`config.mk`:
```
export PLATFORM = sky130hd
export DESIGN_NAME = hazard_scoreboard
export DESIGN_NICKNAME = d
export VERILOG_FILES = /design/src/rtl/hazard_scoreboard.sv
export SDC_FILE = /design/constraint.sdc
export NUM_CORES = 1
export LEC_CHECK = 0
export CELL_PAD_IN_SITES_DETAIL_PLACEMENT = 0
export CELL_PAD_IN_SITES_GLOBAL_PLACEMENT = 1
export CORE_ASPECT_RATIO = 0.9
export CORE_UTILIZATION = 28
export DETAILED_ROUTE_END_ITERATION = 8
export MAX_ROUTING_LAYER = met4
export PLACE_DENSITY_LB_ADDON = 0.12
export SLEW_MARGIN = 30
export SYNTH_ARGS = -nofsm -noshare
export SYNTH_HDL_FRONTEND = slang
export SYNTH_SLANG_ARGS = --single-unit
```
`constraint.sdc`:
```
create_clock -name clk -period 6.14 [get_ports clk]
set_input_delay 1.228 -clock clk [delete_from_list [all_inputs] [get_ports clk]]
set_output_delay 1.228 -clock clk [all_outputs]
set_load 0.01 [all_outputs]
```
`src/rtl/hazard_scoreboard.sv`:
```
// ============================================================================
// hazard_scoreboard : shift-register hazard scoreboard with operand forwarding
//                     selects, load-use stall, multi-cycle branch flush and
//                     saturating stall/flush counters.
// Revision 1.0
// ============================================================================
`default_nettype none

module hazard_scoreboard #(
  parameter int REG_AW       = 5,
  parameter int DEPTH        = 3,
  parameter int LOAD_READY   = 2,
  parameter int FLUSH_CYCLES = 2,
  parameter int CNTW         = 16,
  parameter int SELW         = $clog2(DEPTH + 1)
) (
  input  logic              clk,
  input  logic              reset,
  input  logic              dec_valid,
  input  logic [REG_AW-1:0] dec_rs1,
  input  logic [REG_AW-1:0] dec_rs2,
  input  logic              dec_use_rs1,
  input  logic              dec_use_rs2,
  input  logic [REG_AW-1:0] dec_rd,
  input  logic              dec_regwrite,
  input  logic              dec_memread,
  input  logic              branch_taken,
  output logic              stall,
  output logic              flush,
  output logic [SELW-1:0]   fwd_sel1,
  output logic [SELW-1:0]   fwd_sel2,
  output logic [CNTW-1:0]   stall_cnt,
  output logic [CNTW-1:0]   flush_cnt
);

  localparam int REMW = $clog2(FLUSH_CYCLES) + 1;
  localparam logic [REMW-1:0] c_rem_load = REMW'(FLUSH_CYCLES - 1);

  logic [DEPTH:1]    r_v;
  logic [DEPTH:1]    r_wr;
  logic [DEPTH:1]    r_ld;
  logic [REG_AW-1:0] r_rd [DEPTH:1];
  logic [REMW-1:0]   r_rem;

  logic w_early1;
  logic w_early2;
  logic w_accept;
  logic w_issue;

  // Oldest-to-youngest scan so the youngest matching producer overrides.
  always_comb begin
    fwd_sel1 = '0;
    fwd_sel2 = '0;
    w_early1 = 1'b0;
    w_early2 = 1'b0;
    for (int p = DEPTH; p >= 1; p--) begin
      if (r_v[p] && r_wr[p] && dec_use_rs1 && (dec_rs1 != '0) && (r_rd[p] == dec_rs1)) begin
        fwd_sel1 = SELW'(p);
        w_early1 = r_ld[p] && (p < LOAD_READY);
      end
      if (r_v[p] && r_wr[p] && dec_use_rs2 && (dec_rs2 != '0) && (r_rd[p] == dec_rs2)) begin
        fwd_sel2 = SELW'(p);
        w_early2 = r_ld[p] && (p < LOAD_READY);
      end
    end
  end

  // A branch seen while a flush is pending sits on the wrong path.
  assign w_accept = branch_taken && (r_rem == '0);
  assign flush    = !reset && (w_accept || (r_rem != '0));
  assign stall    = !reset && dec_valid && (w_early1 || w_early2) && !flush;
  assign w_issue  = dec_valid && !stall && !flush;

  always_ff @(posedge clk) begin
    if (reset) begin
      r_v  <= '0;
      r_wr <= '0;
      r_ld <= '0;
      for (int p = 1; p <= DEPTH; p++) begin
        r_rd[p] <= '0;
      end
    end else begin
      r_v[1]  <= w_issue;
      r_wr[1] <= dec_regwrite;
      r_ld[1] <= dec_memread;
      r_rd[1] <= dec_rd;
      for (int p = 2; p <= DEPTH; p++) begin
        r_v[p]  <= r_v[p-1];
        r_wr[p] <= r_wr[p-1];
        r_ld[p] <= r_ld[p-1];
        r_rd[p] <= r_rd[p-1];
      end
    end
  end

  always_ff @(posedge clk) begin
    if (reset) begin
      r_rem <= '0;
    end else if (w_accept) begin
      r_rem <= c_rem_load;
    end else if (r_rem != '0) begin
      r_rem <= r_rem - 1'b1;
    end
  end

  always_ff @(posedge clk) begin
    if (reset) begin
      stall_cnt <= '0;
      flush_cnt <= '0;
    end else begin
      if (stall && !(&stall_cnt)) begin
        stall_cnt <= stall_cnt + 1'b1;
      end
      if (w_accept && !(&flush_cnt)) begin
        flush_cnt <= flush_cnt + 1'b1;
      end
    end
  end

endmodule

`default_nettype wire

```
==> results.md <==
* Status: completed
* DRT Pass-1 Iters at 4
* Setup TNS at 0 ns
* Crit path capture type: output pin
* First-pass GRT wire length at 10500 µm
* Placement Cell Area at 3440 µm²
* RSZ-0062 raised after global routing: false
* Setup Buffers After CTS at 0
* Post-route cell area at 3530 µm²
* Final hold viol count at 0
* Dominant cells by area after synthesis: dfxtp_1, xnor2_1, nor2b_1
* Worst Hold Path Cells at 1
* Die Width at 106 µm
* Max Fclk at 213 MHz
* Mapped Area at 2730 µm²
* Synthesis Warnings at 0
* Die area at 10100 µm²
* Num CTS Buffers at 5
* Final Non-Filler Cells at 483
* Finished Core Util at 0.380
* Area leader, netlist: dfxtp_1
* RePlAce Congestion at 0.859
* Worst slack, placed at 1.45 ns
* Min Hold Slack at 0.488 ns
* Global Route met1 Usage at 0.203
* Syn_nets at 326
* Reg2Reg Capture Point: stall_cnt[10]
* Layer with the highest usage: met1
* Launch point of the worst path: dec_rs1[1]
* Register-to-Register Path Depth at 8
* Clock Skews at 0.00883 ns
* Register area at between 1000 and 1500 µm²
* Leak Pwr at 1.17 nW
* Post-DP HPWL at 4680 µm
* Worst Setup Slack, final at roughly 1.4 ns
* # DRC at 0
* Site Rows at 33
* Slew Viols, Final at 0
* Crit-path max FO at 7
* ANT cells at 0
* Area growth syn-to-layout at 29.7%
* # hold bufs at CTS at 0
* Final setup fails at 0
* Overall power at 684 µW
* Placed cells at 475
* Initial antenna violation count at 0
* Hold Crit Endpoint: r_wr[3]
* HP Start: r_wr[2]
* Met2 Usage GRT at 0.186
* Startpoint Class: input port
* Worst R2R Start: r_rem[0]
* CTS tree: yes
* Number of synthesized register bits at 56
* Met3 Use GR at 0.0232
* Multi-input gate area at 1550 µm²
* Post_cts resized at 0
* Fillers at 969
* WL/cell at 13.3 µm
* Core Region at a little over 9000 µm²
* Mapped Avg Cell Area at just over 9 µm²
* Yosys top cell area share at 0.411
* Sink Count at 56
* Largest net degree at the start of global routing at 59
* Overflow after GRT at 0
* Overall Global Routing Usage at 0.136
* Starting Density at 0.293
* CTS HTree Levels at 2
* Via count at 2272
* I/O Buffers at 60
* Tcrit/Tclk final at 0.766
* Share of layout cells above drive strength 1 at 0.0526
* Worst slew margin at 0.604
* ANT nets after route at 0
* MaxCap Viol Count at 0
* Vias/cell at 4.70
* Worst slew pin tran at 0.593 ns
* Reg clk slew, reported paths at about 0.10 ns
* Peak supply drop at 0.119 mV
* Final nets at roughly 390
* Vias in the first global route at approximately 2100
* Crit Path Category: input port to output pin
* Pwr/cell area at just under 200 nW/µm²
* Unique masters post-synth at 45
* Die H at 95.6 µm
* Hold Path Class: register to register
* Mapped Cells at 300
* Clk buf depth at 2
* Routed WL at 6410 µm
* Critical path arrival at roughly 3.5 ns
* Clk root buf: clkbuf_8
* Io pins at 61
* Worst path required time at 4.91 ns
* DR iter-0 viols at 81
* Post-layout minimum cycle time at 4.70 ns
* Clk Latency, worst-skew pair at 0.31 ns
* Post-synthesis sequential area ratio at 0.411
* Flop-to-flop setup slack at 3.88 ns
metal layers:
layer  up-vias  part of all wire  wire length [µm]
li1       1174                 -                 -
met1      1046              0.55              3500
met2        45              0.41              2660
met3         7             0.033               214
met4         0            0.0064                41
met5         -                 0                 0
worst max-delay path: stages:
cell             delay [ns]
clkdlybuf4s50_1        0.53
or4_1                  0.58
o21ai_2                0.27
nor3_4                 0.13
nor2_4                 0.18
nor2_1                 0.08
clkdlybuf4s50_1        0.48
cell families after synthesis:
| logic type | share of synthesized area |
|---|---|
| compound gates | 0.0826 |
| xor+xnor | 0.154 |
| fa+ha+maj | 0.0138 |
| buf+inv | 0.0197 |
| flops | 0.411 |
| mux | 0.0156 |
| simple gates | 0.303 |
cells in the final DEF (no fill, tap or decap), drive strengths merged, types with 2 or more instances in the layout:
| master | n |
|---|---|
| mux2 | 2 |
| nor4 | 4 |
| ha | 3 |
| clkdlybuf4s50 | 59 |
| clkbuf | 6 |
| dfxtp | 56 |
| o21ai | 12 |
| nand3 | 14 |
| xnor2 | 35 |
| or4 | 4 |
| clkinv | 2 |
| xor2 | 13 |
| or3 | 10 |
| nor2b | 26 |
| o21bai | 2 |
| nand4 | 17 |
| mux2i | 2 |
| and4 | 5 |
| o21ba | 2 |
| and3 | 8 |
| nor3b | 2 |
| buf | 2 |
| nor3 | 6 |
| inv | 4 |
| nand2 | 10 |
| nor2 | 32 |
| a21oi | 12 |
worst max-delay path by stage:
stage                     endpoint  slack, ns  depth (start not counted)
final                        stall       1.44                          7
after global routing         stall       1.37                          7
after CTS                    stall       1.44                          7
after detailed placement     stall       1.45                          7
after global placement       stall       1.40                          7
after floorplan              stall       2.59                          5
state kept, by name (all words and copies together) (netlist names):
signal     count
stall_cnt     16
r_wr           3
r_rem          2
flush_cnt     16
r_ld           1
r_v            3
r_rd          15
synth_stat cells, drive strengths merged:
master / instances
or3: 10
o311a: 1
and2: 1
o22a: 1
buf: 3
nand2: 10
nand2b: 1
xor2: 13
o21ai: 12
and3: 8
o21a: 1
xnor2: 35
o211ai: 1
nor2b: 26
or2: 1
o41ai: 1
nand4: 17
nor4: 4
inv: 4
or4: 4
o21ba: 2
dfxtp: 56
o31a: 1
a21oi: 12
and4: 5
ha: 3
or4b: 1
nand3: 14
nor3: 6
nor3b: 2
clkbuf: 5
nor2: 32
o21bai: 2
mux2: 2
and4bb: 1
mux2i: 2
power breakdown:
group | switching (mW) | internal, mW | leakage (nW) | total, mW
Clock | 0.118 | 0.0904 | 0.0510 | 0.208
Sequential | 0.0117 | 0.375 | 0.455 | 0.386
Combinational | 0.0423 | 0.0477 | 0.664 | 0.0900
Total | 0.172 | 0.513 | 1.17 | 0.684
area by class of cell:
class | count | area share
Clock buffer | 6 | 0.0234
Clock inverter | 2 | 0.00283
Inverter | 4 | 0.00425
Multi-Input combinational cell | 232 | 0.439
Sequential cell | 56 | 0.317
Tap cell | 122 | 0.0432
Timing Repair Buffer | 61 | 0.171
Note: power is estimated with default switching activity, not from simulation.
